`config.mk`:
```
export PLATFORM = sky130hd
export DESIGN_NAME = riscv_multicycle_control
export DESIGN_NICKNAME = d
export VERILOG_FILES = /design/src/rtl/riscv_defs.sv /design/src/rtl/riscv_ctrl_decode.sv /design/src/rtl/riscv_multicycle_control.sv
export SDC_FILE = /design/constraint.sdc
export NUM_CORES = 1
export LEC_CHECK = 0
export ABC_CLOCK_PERIOD_IN_PS = 2360
export BUFFER_PORTS_ARGS = -buffer_cell sky130_fd_sc_hd__clkbuf_2
export CAP_MARGIN = 0
export CORE_ASPECT_RATIO = 1.5
export CORE_MARGIN = 4
export CORE_UTILIZATION = 47
export DETAILED_ROUTE_END_ITERATION = 10
export PLACE_DENSITY = 0.78
export SETUP_SLACK_MARGIN = 0.02
export SYNTH_ARGS = -nofsm -noshare
export SYNTH_HDL_FRONTEND = slang
export SYNTH_HIERARCHICAL = 1
export SYNTH_SLANG_ARGS = --single-unit
```
`constraint.sdc`:
```
create_clock -name iCLK -period 2.36 [get_ports iCLK]
set_input_delay 0.236 -clock iCLK [delete_from_list [all_inputs] [get_ports iCLK]]
set_output_delay 0.236 -clock iCLK [all_outputs]
set_load 0.01 [all_outputs]
```
`src/rtl/riscv_defs.sv`:
```
// Shared definitions for the multicycle RV32I control path: opcodes, ALUOp codes,
// mux-select encodings, FSM state encoding and the control-word layout.
package riscv_defs;

  localparam logic [6:0] OPC_LOAD   = 7'b0000011;
  localparam logic [6:0] OPC_STORE  = 7'b0100011;
  localparam logic [6:0] OPC_OP     = 7'b0110011;
  localparam logic [6:0] OPC_OPIMM  = 7'b0010011;
  localparam logic [6:0] OPC_LUI    = 7'b0110111;
  localparam logic [6:0] OPC_BRANCH = 7'b1100011;
  localparam logic [6:0] OPC_JAL    = 7'b1101111;
  localparam logic [6:0] OPC_JALR   = 7'b1100111;

  typedef enum logic [1:0] {
    ALUOP_ADD    = 2'b00,
    ALUOP_BRANCH = 2'b01,
    ALUOP_RTYPE  = 2'b10,
    ALUOP_ITYPE  = 2'b11
  } aluop_e;

  typedef enum logic [1:0] {
    SRCA_PC    = 2'b00,
    SRCA_RS1   = 2'b01,
    SRCA_OLDPC = 2'b10,
    SRCA_ZERO  = 2'b11
  } srca_e;

  typedef enum logic [1:0] {
    SRCB_RS2  = 2'b00,
    SRCB_FOUR = 2'b01,
    SRCB_IMM  = 2'b10
  } srcb_e;

  typedef enum logic [1:0] {
    PCSRC_ALU    = 2'b00,
    PCSRC_ALUOUT = 2'b01,
    PCSRC_JALR   = 2'b10
  } pcsrc_e;

  typedef enum logic [1:0] {
    M2R_ALUOUT = 2'b00,
    M2R_MDR    = 2'b01,
    M2R_PC     = 2'b10
  } m2r_e;

  typedef enum logic [3:0] {
    S_FETCH    = 4'd0,
    S_DECODE   = 4'd1,
    S_MEMADR   = 4'd2,
    S_MEMREAD  = 4'd3,
    S_MEMWB    = 4'd4,
    S_MEMWRITE = 4'd5,
    S_REXEC    = 4'd6,
    S_IEXEC    = 4'd7,
    S_LUIEXEC  = 4'd8,
    S_ALUWB    = 4'd9,
    S_BRANCH   = 4'd10,
    S_JAL      = 4'd11,
    S_JALR     = 4'd12,
    S_ILLEGAL  = 4'd13
  } state_e;

  typedef struct packed {
    aluop_e alu_op;
    srca_e  src_a;
    srcb_e  src_b;
    logic   iord;
    logic   mem_read;
    logic   mem_write;
    logic   ir_write;
    logic   pc_write;
    logic   pc_write_cond;
    pcsrc_e pc_source;
    logic   reg_write;
    m2r_e   mem_to_reg;
    logic   illegal;
  } ctrl_t;

endpackage

```
`src/rtl/riscv_ctrl_decode.sv`:
```
// Combinational state -> control-word table for the multicycle control FSM.
module riscv_ctrl_decode
  import riscv_defs::*;
(
  input  state_e state_i,
  input  logic   mem_ready_i,
  output ctrl_t  ctrl_o
);

  always_comb begin
    ctrl_o = '0;
    unique case (state_i)
      S_FETCH: begin
        ctrl_o.mem_read = 1'b1;
        ctrl_o.src_b    = SRCB_FOUR;
        // IR load and PC+4 commit only on the cycle memory delivers the word
        ctrl_o.ir_write = mem_ready_i;
        ctrl_o.pc_write = mem_ready_i;
      end
      S_DECODE: begin
        ctrl_o.src_a = SRCA_OLDPC;
        ctrl_o.src_b = SRCB_IMM;
      end
      S_MEMADR: begin
        ctrl_o.src_a = SRCA_RS1;
        ctrl_o.src_b = SRCB_IMM;
      end
      S_MEMREAD: begin
        ctrl_o.mem_read = 1'b1;
        ctrl_o.iord     = 1'b1;
      end
      S_MEMWB: begin
        ctrl_o.reg_write  = 1'b1;
        ctrl_o.mem_to_reg = M2R_MDR;
      end
      S_MEMWRITE: begin
        ctrl_o.mem_write = 1'b1;
        ctrl_o.iord      = 1'b1;
      end
      S_REXEC: begin
        ctrl_o.src_a  = SRCA_RS1;
        ctrl_o.src_b  = SRCB_RS2;
        ctrl_o.alu_op = ALUOP_RTYPE;
      end
      S_IEXEC: begin
        ctrl_o.src_a  = SRCA_RS1;
        ctrl_o.src_b  = SRCB_IMM;
        ctrl_o.alu_op = ALUOP_ITYPE;
      end
      S_LUIEXEC: begin
        ctrl_o.src_a  = SRCA_ZERO;
        ctrl_o.src_b  = SRCB_IMM;
        ctrl_o.alu_op = ALUOP_RTYPE;
      end
      S_ALUWB: begin
        ctrl_o.reg_write  = 1'b1;
        ctrl_o.mem_to_reg = M2R_ALUOUT;
      end
      S_BRANCH: begin
        ctrl_o.src_a         = SRCA_RS1;
        ctrl_o.src_b         = SRCB_RS2;
        ctrl_o.alu_op        = ALUOP_BRANCH;
        ctrl_o.pc_write_cond = 1'b1;
        ctrl_o.pc_source     = PCSRC_ALUOUT;
      end
      S_JAL: begin
        ctrl_o.pc_write   = 1'b1;
        ctrl_o.pc_source  = PCSRC_ALUOUT;
        ctrl_o.reg_write  = 1'b1;
        ctrl_o.mem_to_reg = M2R_PC;
      end
      S_JALR: begin
        ctrl_o.src_a      = SRCA_RS1;
        ctrl_o.src_b      = SRCB_IMM;
        ctrl_o.pc_write   = 1'b1;
        ctrl_o.pc_source  = PCSRC_JALR;
        ctrl_o.reg_write  = 1'b1;
        ctrl_o.mem_to_reg = M2R_PC;
      end
      S_ILLEGAL: begin
        ctrl_o.illegal = 1'b1;
      end
      default: ;
    endcase
  end

endmodule

```
`src/rtl/riscv_multicycle_control.sv`:
```
// Main control FSM for the multicycle RV32I datapath: sequences each instruction,
// traps illegal opcodes and counts retired instructions.
module riscv_multicycle_control
  import riscv_defs::*;
#(
  parameter int unsigned CNT_W       = 32,
  parameter bit          HALT_ON_ILL = 1'b1
) (
  input  logic             iCLK,
  input  logic             iRST,
  input  logic [6:0]       iOpcode,
  input  logic             iMemReady,
  output logic [1:0]       oALUOp,
  output logic [1:0]       oALUSrcA,
  output logic [1:0]       oALUSrcB,
  output logic             oIorD,
  output logic             oMemRead,
  output logic             oMemWrite,
  output logic             oIRWrite,
  output logic             oPCWrite,
  output logic             oPCWriteCond,
  output logic [1:0]       oPCSource,
  output logic             oRegWrite,
  output logic [1:0]       oMemtoReg,
  output logic             oIllegal,
  output logic [3:0]       oState,
  output logic [CNT_W-1:0] oInstrCount
);

  state_e           state_q, state_d;
  logic [CNT_W-1:0] count_q, count_d;
  ctrl_t            ctrl;

  always_comb begin
    state_d = state_q;
    unique case (state_q)
      S_FETCH:    if (iMemReady) state_d = S_DECODE;
      S_DECODE: begin
        case (iOpcode)
          OPC_LOAD, OPC_STORE: state_d = S_MEMADR;
          OPC_OP:              state_d = S_REXEC;
          OPC_OPIMM:           state_d = S_IEXEC;
          OPC_LUI:             state_d = S_LUIEXEC;
          OPC_BRANCH:          state_d = S_BRANCH;
          OPC_JAL:             state_d = S_JAL;
          OPC_JALR:            state_d = S_JALR;
          default:             state_d = HALT_ON_ILL ? S_ILLEGAL : S_FETCH;
        endcase
      end
      S_MEMADR:   state_d = (iOpcode == OPC_LOAD) ? S_MEMREAD : S_MEMWRITE;
      S_MEMREAD:  if (iMemReady) state_d = S_MEMWB;
      S_MEMWRITE: if (iMemReady) state_d = S_FETCH;
      S_REXEC, S_IEXEC, S_LUIEXEC: state_d = S_ALUWB;
      S_MEMWB, S_ALUWB, S_BRANCH, S_JAL, S_JALR: state_d = S_FETCH;
      S_ILLEGAL:  state_d = S_ILLEGAL;
      default:    state_d = S_FETCH;
    endcase
  end

  // An instruction retires whenever the FSM re-enters FETCH from elsewhere
  always_comb begin
    count_d = count_q;
    if ((state_q != S_FETCH) && (state_d == S_FETCH)) begin
      count_d = count_q + CNT_W'(1);
    end
  end

  always_ff @(posedge iCLK or posedge iRST) begin
    if (iRST) begin
      state_q <= S_FETCH;
      count_q <= '0;
    end else begin
      state_q <= state_d;
      count_q <= count_d;
    end
  end

  riscv_ctrl_decode u_decode (
    .state_i     (state_q),
    .mem_ready_i (iMemReady),
    .ctrl_o      (ctrl)
  );

  assign oALUOp       = ctrl.alu_op;
  assign oALUSrcA     = ctrl.src_a;
  assign oALUSrcB     = ctrl.src_b;
  assign oIorD        = ctrl.iord;
  assign oMemRead     = ctrl.mem_read;
  assign oPCWriteCond = ctrl.pc_write_cond;
  assign oPCSource    = ctrl.pc_source;
  assign oMemtoReg    = ctrl.mem_to_reg;
  assign oIllegal     = ctrl.illegal;
  assign oState       = state_q;
  assign oInstrCount  = count_q;

  // Architectural writes are suppressed for as long as reset is held
  assign oIRWrite  = ctrl.ir_write  & ~iRST;
  assign oPCWrite  = ctrl.pc_write  & ~iRST;
  assign oRegWrite = ctrl.reg_write & ~iRST;
  assign oMemWrite = ctrl.mem_write & ~iRST;

endmodule

```
Yosys cells after proc, flatten, opt, wreduce, memory -nomap -nowiden:

Index checks and enable logic that the tools add are counted.

* flip-flop bits (word level): 36
* output and inout bits: 54
* logic and storage cells: 60
* input bits: 10

* muxes and demuxes: 18
* add/subtract/negate cells: 1
* equal/unequal tests: 21
* reduce and logical (&&, ||, !) cells: 13
* bitwise gates (word level): 5

Operator list (number)
* 4-bit case mux with 7 select lines: 2
* 32-bit by 1-bit adder with 32-bit output (second input constant): 1
* 4-bit == test (second input constant): 6
* 7-bit by 6-bit == test with 1-bit output (second input constant): 3
* 7-bit == test (second input constant): 3
* 4-bit by 3-bit == test with 1-bit output (second input constant): 4
* 4-bit 2-to-1 mux: 3
* 2-bit case mux with 3 select lines: 2
* 2-bit OR reduction: 6
* 5-bit OR reduction: 2
* 3-bit case mux with 3 select lines: 1
* 4-bit by 2-bit == test with 1-bit output (second input constant): 2
* 4-bit zero test: 2
* 2-bit case mux with 2 select lines: 2
* 7-bit by 2-bit == test with 1-bit output (second input constant): 1
* 7-bit by 5-bit == test with 1-bit output (second input constant): 1
* 1-bit 2-to-1 mux: 6
* 1-bit AND: 4
* 4-bit by 1-bit == test with 1-bit output (second input constant): 1
* 4-bit nonzero test: 1
* 3-bit 2-to-1 mux: 1
* 3-bit OR reduction: 1
* 1-bit case mux with 2 select lines: 1
* 1-bit logical AND: 1
* 1-bit NOT: 1

Depth between registers and ports, before layout:

Gate-level depths: netlist of the first run.

* depth in word-level cells: 6
* depth in mapped cells: 10
* depth with buffers taken out: 7

Modules after synthesis:

The synthesis of the first run kept the hierarchy.

Modules (own cells, without submodules)
* riscv_multicycle_control: seq. area each 900.9 um^2, area each 1989.4 um^2, cells an instance 200, instances 1
* riscv_ctrl_decode: seq. area each 0.0 um^2, area each 274.0 um^2, cells an instance 37, instances 1

Worst setup path before layout of the first run:

No wires, ideal clock.

* path kind: reg-to-reg
* start point: register state_q[0] (netlist: oState[0])
* end point: register count_q[10] (netlist: oInstrCount[10])
* slack: -0.192 ns
* stages on the path, launching flop included: 10
* setup time: 0.079 ns
* clock period less this slack: 2.552 ns
* data required time: 2.281 ns
* arrival: 2.473 ns
* buffers on the path: 2
* cell sequence: dfrtp_1 > nand2b_1 > or3_1 > o211ai_2 > nand2b_4 > or4_4 > buf_6 > buf_8 > nor3_2 > xor2_1

* cells in the longest elaborated chain, start to end: 5
* elaborated cells between the ends (all ways): 17
* those cells by class: 8 x eq/ne; 4 x mux; 5 x reduce/logical

RTL lines
* start: declaration: RTL line riscv_multicycle_control.sv:30 `state_e state_q, state_d;`
* start signal: assignment: RTL line riscv_multicycle_control.sv:73 `state_q <= state_d;`
* 4-bit by 3-bit == test with 1-bit output or 4-bit == test (tied branches): RTL line riscv_multicycle_control.sv:36 `unique case (state_q)`
* 3-bit OR reduction: RTL line riscv_multicycle_control.sv:36
* 4-bit case mux with 7 select lines: RTL line riscv_multicycle_control.sv:36
* 4-bit zero test: RTL line riscv_multicycle_control.sv:63 `if ((state_q != S_FETCH) && (state_d == S_FETCH)) begin`
* 1-bit logical AND *: RTL line riscv_multicycle_control.sv:63
* end signal: assignment: RTL line riscv_multicycle_control.sv:74 `count_q <= count_d;`
* end: declaration: RTL line riscv_multicycle_control.sv:31 `logic [CNT_W-1:0] count_q, count_d;`

Every way passes the cells marked *; elsewhere a longest branch is shown, timed or not.
A chain may end at the register's enable or synchronous reset.

Final worst setup path of the first run:

* start point: register state_q[1] (netlist: oState[1])
* end point: register count_q[12] (netlist: oInstrCount[12])

Same word-level chain as after synthesis.

==> out/qor.txt, run 1 <==
Outcome: complete, but fails checks
Failing checks: negative setup slack
R2R Setup Slk: -0.02 ns
Cell variety after synth: 57
Worst hold path type: in2async
DR vias/cell: 5.178
Starting density of the core: 49.43%
Sequential cell area fraction in the yosys report: 39.80%
CP max FO: 6
N_diodes: 0
Clock skew: 0.005390 ns
Io pins: 64
Post-synth EDFFs: 0
Req. time, crit path: 2.57 ns
RSZ-0062 raised after global routing: yes
FF-to-FF Start: oState[1]
Fin nets: 340
Number of clock sinks: 36
Clk buf depth: 2
Initial DRT Pass Iterations: 4
VDD IR max: 0.5834 mV
# setup viols final: 8
Hold_buf cts: 0
Worst reg-to-reg path cell count: 8
Slowest cell on crit path: or4_4
First-pass GRT wire length: 8.694 mm
Die area: 0.006013 mm^2
Multi-input combinational cell area: 0.001341 mm^2
Period utilisation layout: 100.9%
Largest net degree at the start of global routing: 22
Slew Limit Headroom: 61.00%
TritonCTS clock tree: done
Placed Cells: 376
GP Congestion: 0.8373
Ys flop type: dfrtp_1
DR WL/cell: 13.73 um
Remaining antenna violation count: 0
Worst slew pin tran: 0.5843 ns
Leak Pwr: 1.546 nW
Port-buffer cells: 63
Crit path time final: 2.380 ns
Async SR Flop Fraction: 100.0%
Endpoint class of the critical path: register
Ys Warns: 6
Final WL: 5.410 mm
Fill cell count: 399
CP Launch Type: register
Initial antenna violation count: 0
Flops & latches, synth: 36
Total GRT Usage: 18.01%
Clk slew on worst S/H paths: 0.07 ns
DP HPWL: 3.910 mm
Gr ovfl total: 0
Number of buffers and inverters on the critical path: 1
DR iter-0 viols: 118
Synthesized area per cell: 9.550 um^2
Critical setup path kind: reg2reg
Row cnt: 30
Synth Net Count: 248
RR Endpoint: oInstrCount[12]
Finished Layout Cells: 394
CP max stage delay: 0.60 ns
FF/Latch Area: 904.6 um^2
PD cells: 846.1 mW/mm^2
DR DRC count: 0
CP arrival: 2.59 ns
Ratio of cells with drive above 1 in the final layout: 40.91%
Syn Inst Count: 237
Util after Layout: 66.45%
H-tree depth: 2
Worst path cell trace: or4_1, o211a_1, o211ai_2, nand2b_4, or4_4, buf_6, nor2_1, xor2_1
Chip width: 64.66 um
Number of CTS-inserted buffers: 5
Total number of vias: 2040
Final Hold Viols: 0
Core ar.: 0.004579 mm^2
Skew-Pair Late Insertion Delay: 0.28 ns
Final max-slew violation count: 0
Number of global-route vias before repair: 1932
Chip height: 92.99 um
Mapped Area: 0.002263 mm^2
Clock root buffer: clkbuf_8
Fmax: 0.4201 GHz
Setup ws final: -0.02011 ns
Area Growth Syn to Fin: 34.44%
Max-Cap Viols: 0
CP top delay family: simple AND/OR/NAND/NOR gates
Worst hold slack: 0.04416 ns
[where the power goes]
| group | switching [mW] | leakage (nW) | internal, mW |
|---|---|---|---|
| sequential | 0.0891 | 0.459 | 0.688 |
| clock | 0.205 | 0.0455 | 0.238 |
| combinational | 0.698 | 1.04 | 0.656 |
| total | 0.992 | 1.55 | 1.58 |
[cell families (layout without fill, tap and decap cells)]
logic type | count (synthesis) | after routing | synth area share, %
fa+ha+maj | 1 | 1 | 0.5527
mux | 1 | 1 | 0.4975
compound gates | 24 | 24 | 7.353
buf+inv | 24 | 116 | 5.914
simple gates | 117 | 118 | 32.73
flops | 36 | 36 | 39.80
xor+xnor | 34 | 34 | 13.16
[through the flow]
| stage | worst slack (ns) | cell area (um^2) | total power [mW] | setup TNS (ns) |
|---|---|---|---|---|
| finish | -0.02011 | 3043 | 2.575 | -0.09537 |
| global route | -0.1348 | 3043 | 2.757 | -1.432 |
| CTS | 0.02183 | 2895 | 2.440 | 0 |
| detailed placement | -0.1201 | 2783 | 1.983 | -1.106 |
| global placement | -0.04721 | 2783 | 1.944 | -0.2667 |
| floorplan | 0.01218 | 2317 | 1.597 | 0 |
[flip-flops by register name, summed over array words and instances (netlist names)]
register     flops
oState           4
oInstrCount     32
[worst register-to-register path: stages, from the launching register on]
cell and delay [ns]:
dfrtp_2 0.44, or4_1 0.48, o211a_1 0.14, o211ai_2 0.10, nand2b_4 0.10, or4_4 0.60
buf_6 0.16, nor2_1 0.12, xor2_1 0.16
[cell type report]
class                           count  share of cell area (%)
Timing Repair Buffer               95                   19.00
Tap cell                           64                   2.632
Inverter                           13                   1.604
Multi-Input combinational cell    178                   44.08
Sequential cell                    36                   29.73
Clock buffer                        8                   2.961
[per-layer routing]
layer	up-vias	wire length, um	GRT usage (%)
met2	60	2831	32.33
met3	6	344	3.726
met1	966	2169	21.59
li1	1008	-	-
met4	0	65	4.762
met5	-	0	0
[cells in the mapped netlist (all sizes together) (5+ instances only)]
cell type	count	area share [%]
dfrtp	36	40
nand2	21	3.5
xor2	18	7.0
nor2	16	2.7
xnor2	16	6.2
nor3	14	4.3
inv	13	2.2
nand3	11	2.4
buf	8	3.3
nor2b	8	2.2
o21ai	6	1.3
a21oi	5	1.1
and3	5	1.4
nand4	5	1.4
or4	5	1.8
[placed cells by master, fill, tap and decap left out, types with 4 or more instances in the layout]
cell,n
clkbuf_8,6
and3_1,5
nand2_1,21
nor3_1,6
nor2_1,14
buf_6,6
xnor2_1,15
inv_1,13
clkbuf_2,63
nor3_2,4
nand3_1,11
nand4_1,5
o21ai_0,5
a21oi_1,4
nor2b_1,8
buf_4,26
dfrtp_1,33
nor3_4,4
xor2_1,18
[timing repair]
action / 4_1_cts / 5_1_grt
endpoints found under the setup margin: 7 / 30
buffers inserted: 3 / 6
pin swaps: 0 / 8
cloned: 0 / 1
gates resized for setup: 0 / 20
[how the worst max path moves through the flow]
stage                from               to  slack, ns  cells past startpoint
5_1_grt         oState[3]  oInstrCount[10]      -0.13                      8
3_5_place_dp   iOpcode[3]  oInstrCount[31]      -0.12                      8
3_3_place_gp   iOpcode[2]  oInstrCount[12]      -0.05                      9
4_1_cts         oState[2]  oInstrCount[31]       0.02                      7
2_1_floorplan   oState[2]  oInstrCount[31]       0.01                      8
6_report        oState[1]  oInstrCount[12]      -0.02                      8
Power figures use the tool's default switching activity.
==> run 2, diff against run 1 <==
- CORE_ASPECT_RATIO: 1.5 -> 1.4
- MAX_ROUTING_LAYER: default -> met4
==> run 2 against run 1 <==
Against the previous run: the run still ends with negative setup slack left; clock power up 3%; die area down 0.11%; via count down 1.9%; global-route usage down 0.35 points; maximum frequency down 0.60%; flip-flop and latch count unchanged; highest routed layer unchanged.
==> out/qor.txt, run 2 (same netlist as run 1, synthesis figures left out) <==
Met2 wire len: 2.630 mm (-7.1%)
Area post-placement: 0.002758 mm^2 (-0.90%)
Clk slew on worst S/H paths: 0.08 ns (about the same)
Ratio of cells with drive above 1 in the final layout: 39.88% (-1.0 points)
Most frequent cells in the layout: clkbuf_2, dfrtp_1, nand2_1, buf_4, xor2_1
H-tree depth: 2 (unchanged)
Initial DRT Pass Iterations: 4 (unchanged)
Clock skew: 0.006711 ns (+0.001321 ns)
Area Growth Syn to Fin: 31.51%
Worst path cell trace: or4_1, o211a_1, o211ai_2, nand2b_4, or4_4, nor2_1, xor2_1
FF-to-FF Start: oState[3]
VDD IR max: 0.3920 mV (-33%)
Number of global-route vias before repair: 1869 (-3.3%)
Worst hold path type: in2async
Period utilisation layout: 101.5% (+0.61 points)
Largest net degree at the start of global routing: 37 (+68%)
PD cells: 842.2 mW/mm^2 (-0.47%)
Final max-slew violation count: 0 (unchanged)
DR vias/cell: 5.227 (+0.96%)
Skew-Pair Late Insertion Delay: 0.29 ns (about the same)
Die area: 0.006006 mm^2 (-0.11%)
R2R Setup Slk: -0.03 ns (about the same)
Max reg flops: 32 (unchanged)
Final Hold Viols: 0 (unchanged)
Chip width: 66.65 um (+3.1%)
Leak Pwr: 1.533 nW (-0.88%)
CP arrival: 2.60 ns (about the same)
Wire length on met1: 2.285 mm (+5.3%)
Gr ovfl total: 0 (unchanged)
CP Launch Type: register
Starting density of the core: 49.12% (-0.31 points)
CP max stage delay: 0.66 ns (+0.06 ns)
Slew Limit Headroom: 64.65% (+3.6 points)
Remaining antenna violation count: 0 (unchanged)
DR iter-0 viols: 70 (-41%)
Fin nets: 331 (-2.6%)
Clock root buffer: clkbuf_8
RR Endpoint: oInstrCount[14]
Placed Cells: 371 (-1.3%)
Top Layer Used: met4
Critical setup path kind: reg2reg
# setup viols final: 4 (-4)
Fmax: 0.4176 GHz (-0.60%)
Worst reg-to-reg path cell count: 7 (-1)
DR WL/cell: 13.75 um (+0.17%)
Setup TNS: -0.06978 ns (+0.02559 ns)
Req. time, crit path: 2.57 ns (about the same)
DR DRC count: 0 (unchanged)
Final WL: 5.268 mm (-2.6%)
Outcome: complete, but fails checks
RSZ-0062 raised after global routing: yes
TritonCTS clock tree: done
Slowest cell on crit path: or4_4
Number of clock sinks: 36 (unchanged)
Crit path from: oState[3]
Row cnt: 29 (-3.3%)
Total GRT Usage: 17.66% (-0.35 points)
Core ar.: 0.004608 mm^2 (+0.63%)
Wire length on met3: 275 um (-20%)
Clk buf depth: 2 (unchanged)
CP max FO: 8 (+2)
Max-Cap Viols: 0 (unchanged)
Number of CTS-inserted buffers: 5 (unchanged)
Port-buffer cells: 63 (unchanged)
Finished Layout Cells: 383 (-2.8%)
Crit path time final: 2.394 ns (+0.01436 ns)
Design area: 0.002977 mm^2 (-2.2%)
GP Congestion: 0.8447 (+0.88%)
Failing checks: negative setup slack
Chip height: 90.11 um (-3.1%)
DP HPWL: 3.742 mm (-4.3%)
Io pins: 64 (unchanged)
Total number of vias: 2002 (-1.9%)
Worst slew pin tran: 0.5169 ns (-0.06740 ns)
Setup ws final: -0.03448 ns (-0.01436 ns)
Initial antenna violation count: 0 (unchanged)
Endpoint class of the critical path: register
N_diodes: 0 (unchanged)
Commonest non-fill, non-tap cell in the layout: clkbuf_2
First-pass GRT wire length: 8.335 mm (-4.1%)
-- run 2: cell count changes in the layout (fill, tap and decap cells not counted), sizes merged --
cell,previous run,this run
buf,32,23
clkbuf,71,69
clkinv,0,2
-- run 2: how the worst max path moves through the flow --
stage | endpoint | slack, ns | depth (start not counted)
2_1_floorplan | oInstrCount[31] | 0.01 | 8
3_3_place_gp | oInstrCount[18] | -0.05 | 8
3_5_place_dp | oInstrCount[18] | -0.16 | 8
4_1_cts | oInstrCount[18] | 0.02 | 7
5_1_grt | oInstrCount[14] | -0.13 | 8
6_report | oInstrCount[14] | -0.03 | 7
-- run 2: area by class of cell --
class | instances | area, um^2
Clock buffer | 6 | 82.58
Inverter | 13 | 48.80
Clock inverter | 2 | 10.01
Multi-Input combinational cell | 178 | 1354
Sequential cell | 36 | 904.6
Fill cell | 385 | 1632
Timing Repair Buffer | 86 | 499.2
Tap cell | 62 | 77.57
-- run 2: where the power goes --
part	internal, mW	switching [mW]	leakage, nW	total [mW]
Combinational	0.588	0.677	1.02	1.27
Clock	0.233	0.225	0.0510	0.457
Sequential	0.688	0.0962	0.459	0.784
Total	1.51	0.998	1.53	2.51
-- run 2: metal layers --
layer	global-route usage [%]	vias up
met1	21.77	957
met2	28.23	51
met4	6.441	0
met5	-	-
met3	3.616	7
li1	-	987
-- run 2: what timing repair did --
item	CTS	global route
setup endpoints to repair	5	16
hold endpoints to repair	0	0
cloned	0	1
hold buffers	0	0
pin swaps	0	7
buffers inserted	0	3
resized for setup	5	17
-- run 2: through the flow --
stage	setup slack, ns	total power [mW]	hold WS, ns	util [%]
finish	-0.03448	2.507	0.06645	64.59
global route	-0.1276	2.665	0.1330	64.59
detailed placement	-0.1562	1.945	0.4067	59.84
global placement	-0.05242	1.912	0.4076	59.84
floorplan	0.01218	1.597	0.4028	-
CTS	0.02167	2.411	0.08853	62.42
-- run 2: critical path, delay by kind of cell (launching register included) --
family | cells | cell delay (ns)
compound gates | 2 | 0.24
xor+xnor | 1 | 0.18
flops | 1 | 0.42
simple gates | 4 | 1.48
==> run 3, diff against run 2 <==
- RECOVER_POWER: default -> 100
==> run 3 against run 2 <==
Against the previous run: the flow finishes with violations (max-capacitance violations, max-slew violations, negative setup slack); die area unchanged; setup slack barely moved; clock power is essentially flat; combinational power hardly changed; critical endpoint unchanged.
==> out/qor.txt, run 3 (same netlist as run 1, synthesis figures left out) <==
Row cnt: 29 (unchanged)
Total number of vias: 1997 (-0.25%)
Ratio of cells with drive above 1 in the final layout: 29.28% (-11 points)
Max reg flops: 32 (unchanged)
H-tree depth: 2 (unchanged)
CP endpoint: oInstrCount[14]
Req. time, crit path: 2.57 ns (about the same)
Slew Limit Headroom: -24.37% (-89 points)
Clock root buffer: clkbuf_8
Max-Cap Viols: 1 (+1)
Number of clock sinks: 36 (unchanged)
Number of buffers and inverters on the critical path: 0 (unchanged)
GP Congestion: 0.8447 (unchanged)
FF-to-FF Start: oState[3]
Leak Pwr: 1.422 nW (-7.2%)
CP arrival: 2.60 ns (about the same)
Worst slew pin tran: 1.865 ns (+1.349 ns)
N_diodes: 0 (unchanged)
Critical setup path kind: reg2reg
Core ar.: 0.004608 mm^2 (unchanged)
Skew-Pair Late Insertion Delay: 0.29 ns (about the same)
DR iter-0 viols: 70 (unchanged)
Fmax: 0.4177 GHz (about the same)
Worst hold path type: in2reg
Largest net degree at the start of global routing: 37 (unchanged)
Failing checks: max-capacitance violations, max-slew violations, negative setup slack
CP max FO: 8 (unchanged)
Commonest non-fill, non-tap cell in the layout: clkbuf_1
DR DRC count: 0 (unchanged)
DR vias/cell: 5.214 (-0.25%)
Total GRT Usage: 17.66% (unchanged)
Final Hold Viols: 0 (unchanged)
Fill cell count: 407 (+5.7%)
Clk slew on worst S/H paths: 0.07 ns (about the same)
Final max-slew violation count: 37 (+37)
# setup viols final: 4 (unchanged)
Outcome: complete, but fails checks
Number of CTS-inserted buffers: 5 (unchanged)
CP top delay family: simple AND/OR/NAND/NOR gates
TritonCTS clock tree: done
Crit path from: oState[3]
Fin nets: 331 (unchanged)
Remaining antenna violation count: 0 (unchanged)
Setup ws final: -0.03416 ns (+0.0003142 ns)
Number of global-route vias before repair: 1869 (unchanged)
RR Endpoint: oInstrCount[14]
Area Growth Syn to Fin: 29.52%
Util after Layout: 63.62% (-0.98 points)
Clk buf depth: 2 (unchanged)
RSZ-0062 raised after global routing: yes
Hold_buf cts: 0 (unchanged)
Tot Pwr: 2.497 mW (-0.37%)
CP Depth: 7 (unchanged)
Chip width: 66.65 um (unchanged)
Initial antenna violation count: 0 (unchanged)
CP max stage delay: 0.66 ns (about the same)
Port-buffer cells: 63 (unchanged)
CP Launch Type: register
VDD IR max: 0.3908 mV (-0.30%)
Starting density of the core: 49.12% (unchanged)
Endpoint class of the critical path: register
R2R Setup Slk: -0.03 ns (about the same)
Die area: 0.006006 mm^2 (unchanged)
Io pins: 64 (unchanged)
Initial DRT Pass Iterations: 4 (unchanged)
Worst reg-to-reg path cell count: 7 (unchanged)
Worst path cell trace: or4_1, o211a_1, o211ai_2, nand2b_4, or4_4, nor2_1, xor2_1
Crit path time final: 2.394 ns (-0.0003142 ns)
Final WL: 5.264 mm (about the same)
PD cells: 851.9 mW/mm^2 (+1.2%)
First-pass GRT wire length: 8.335 mm (unchanged)
Gr ovfl total: 0 (unchanged)
Chip height: 90.11 um (unchanged)
Period utilisation layout: 101.4% (about the same)
Clock skew: 0.006906 ns (+0.0001949 ns)
Most frequent cells in the layout: clkbuf_1, dfrtp_1, clkbuf_2, nand2_1, buf_4
DR WL/cell: 13.74 um (about the same)
Slowest cell on crit path: or4_4
DP HPWL: 3.742 mm (unchanged)
-- run 3: cell types whose count changed in the layout (fill, tap and decap cells not counted) --
cell,delta
clkbuf_1,+34
clkbuf_2,-33
buf_4,-1
-- run 3: layout make-up --
class / instances / area [um^2] / share of cell area [%]
inverter: 13 / 48.80 / 1.665
sequential: 36 / 904.6 / 30.86
tap: 62 / 77.57 / 2.646
clock buffer: 6 / 82.58 / 2.817
clock inverter: 2 / 10.01 / 0.3414
multi-input combinational: 178 / 1354 / 46.18
timing repair buffer: 86 / 454.2 / 15.49
-- run 3: routing by layer --
layer / track usage, % / vias up / share of wire [%]
li1: - / 988 / -
met4: 6.441 / 0 / 1.5
met3: 3.616 / 7 / 5.3
met1: 21.77 / 951 / 43
met2: 28.23 / 51 / 50
met5: - / - / 0
-- run 3: worst reg2reg max path: stages, from the launching register on --
cell and delay (ns):
dfrtp_1 0.42, or4_1 0.52, o211a_1 0.14, o211ai_2 0.10, nand2b_4 0.10, or4_4 0.66
nor2_1 0.20, xor2_1 0.19
-- run 3: stage by stage --
stage          instances  TNS (ns)  hold slack, ns  cell area [um^2]  setup slack, ns
3_5_place_dp         371   -0.9762          0.4067              2758          -0.1562
6_report             383  -0.06465          0.3394              2932         -0.03416
4_1_cts              379         0         0.08853              2877          0.02167
3_3_place_gp         371   -0.1500          0.4076              2758         -0.05242
5_1_grt              383   -0.6797          0.3764              2932          -0.1276
2_1_floorplan        237         0          0.4028              2317          0.01218
-- run 3: timing repair --
action                                  CTS  global route
buffers inserted                          0             3
endpoints found under the setup margin    5            16
cloned                                    0             1
pin swaps                                 0             7
resized for setup                         5            17
-- run 3: how the worst min path moves through the flow --
stage,from,end,depth (start not counted)
after detailed placement,iRST,oInstrCount[0],3
after CTS,iRST,oInstrCount[0],3
final,iOpcode[4],oState[2],4
after global placement,iRST,oInstrCount[0],3
after floorplan,iRST,oInstrCount[0],1
after global routing,iOpcode[4],oState[2],4
-- run 3: report_power, final --
group          internal (mW)  switching, mW  leakage, nW
combinational          0.577          0.677        0.912
clock                  0.233          0.226       0.0510
sequential             0.688         0.0961        0.459
total                   1.50          0.999         1.42
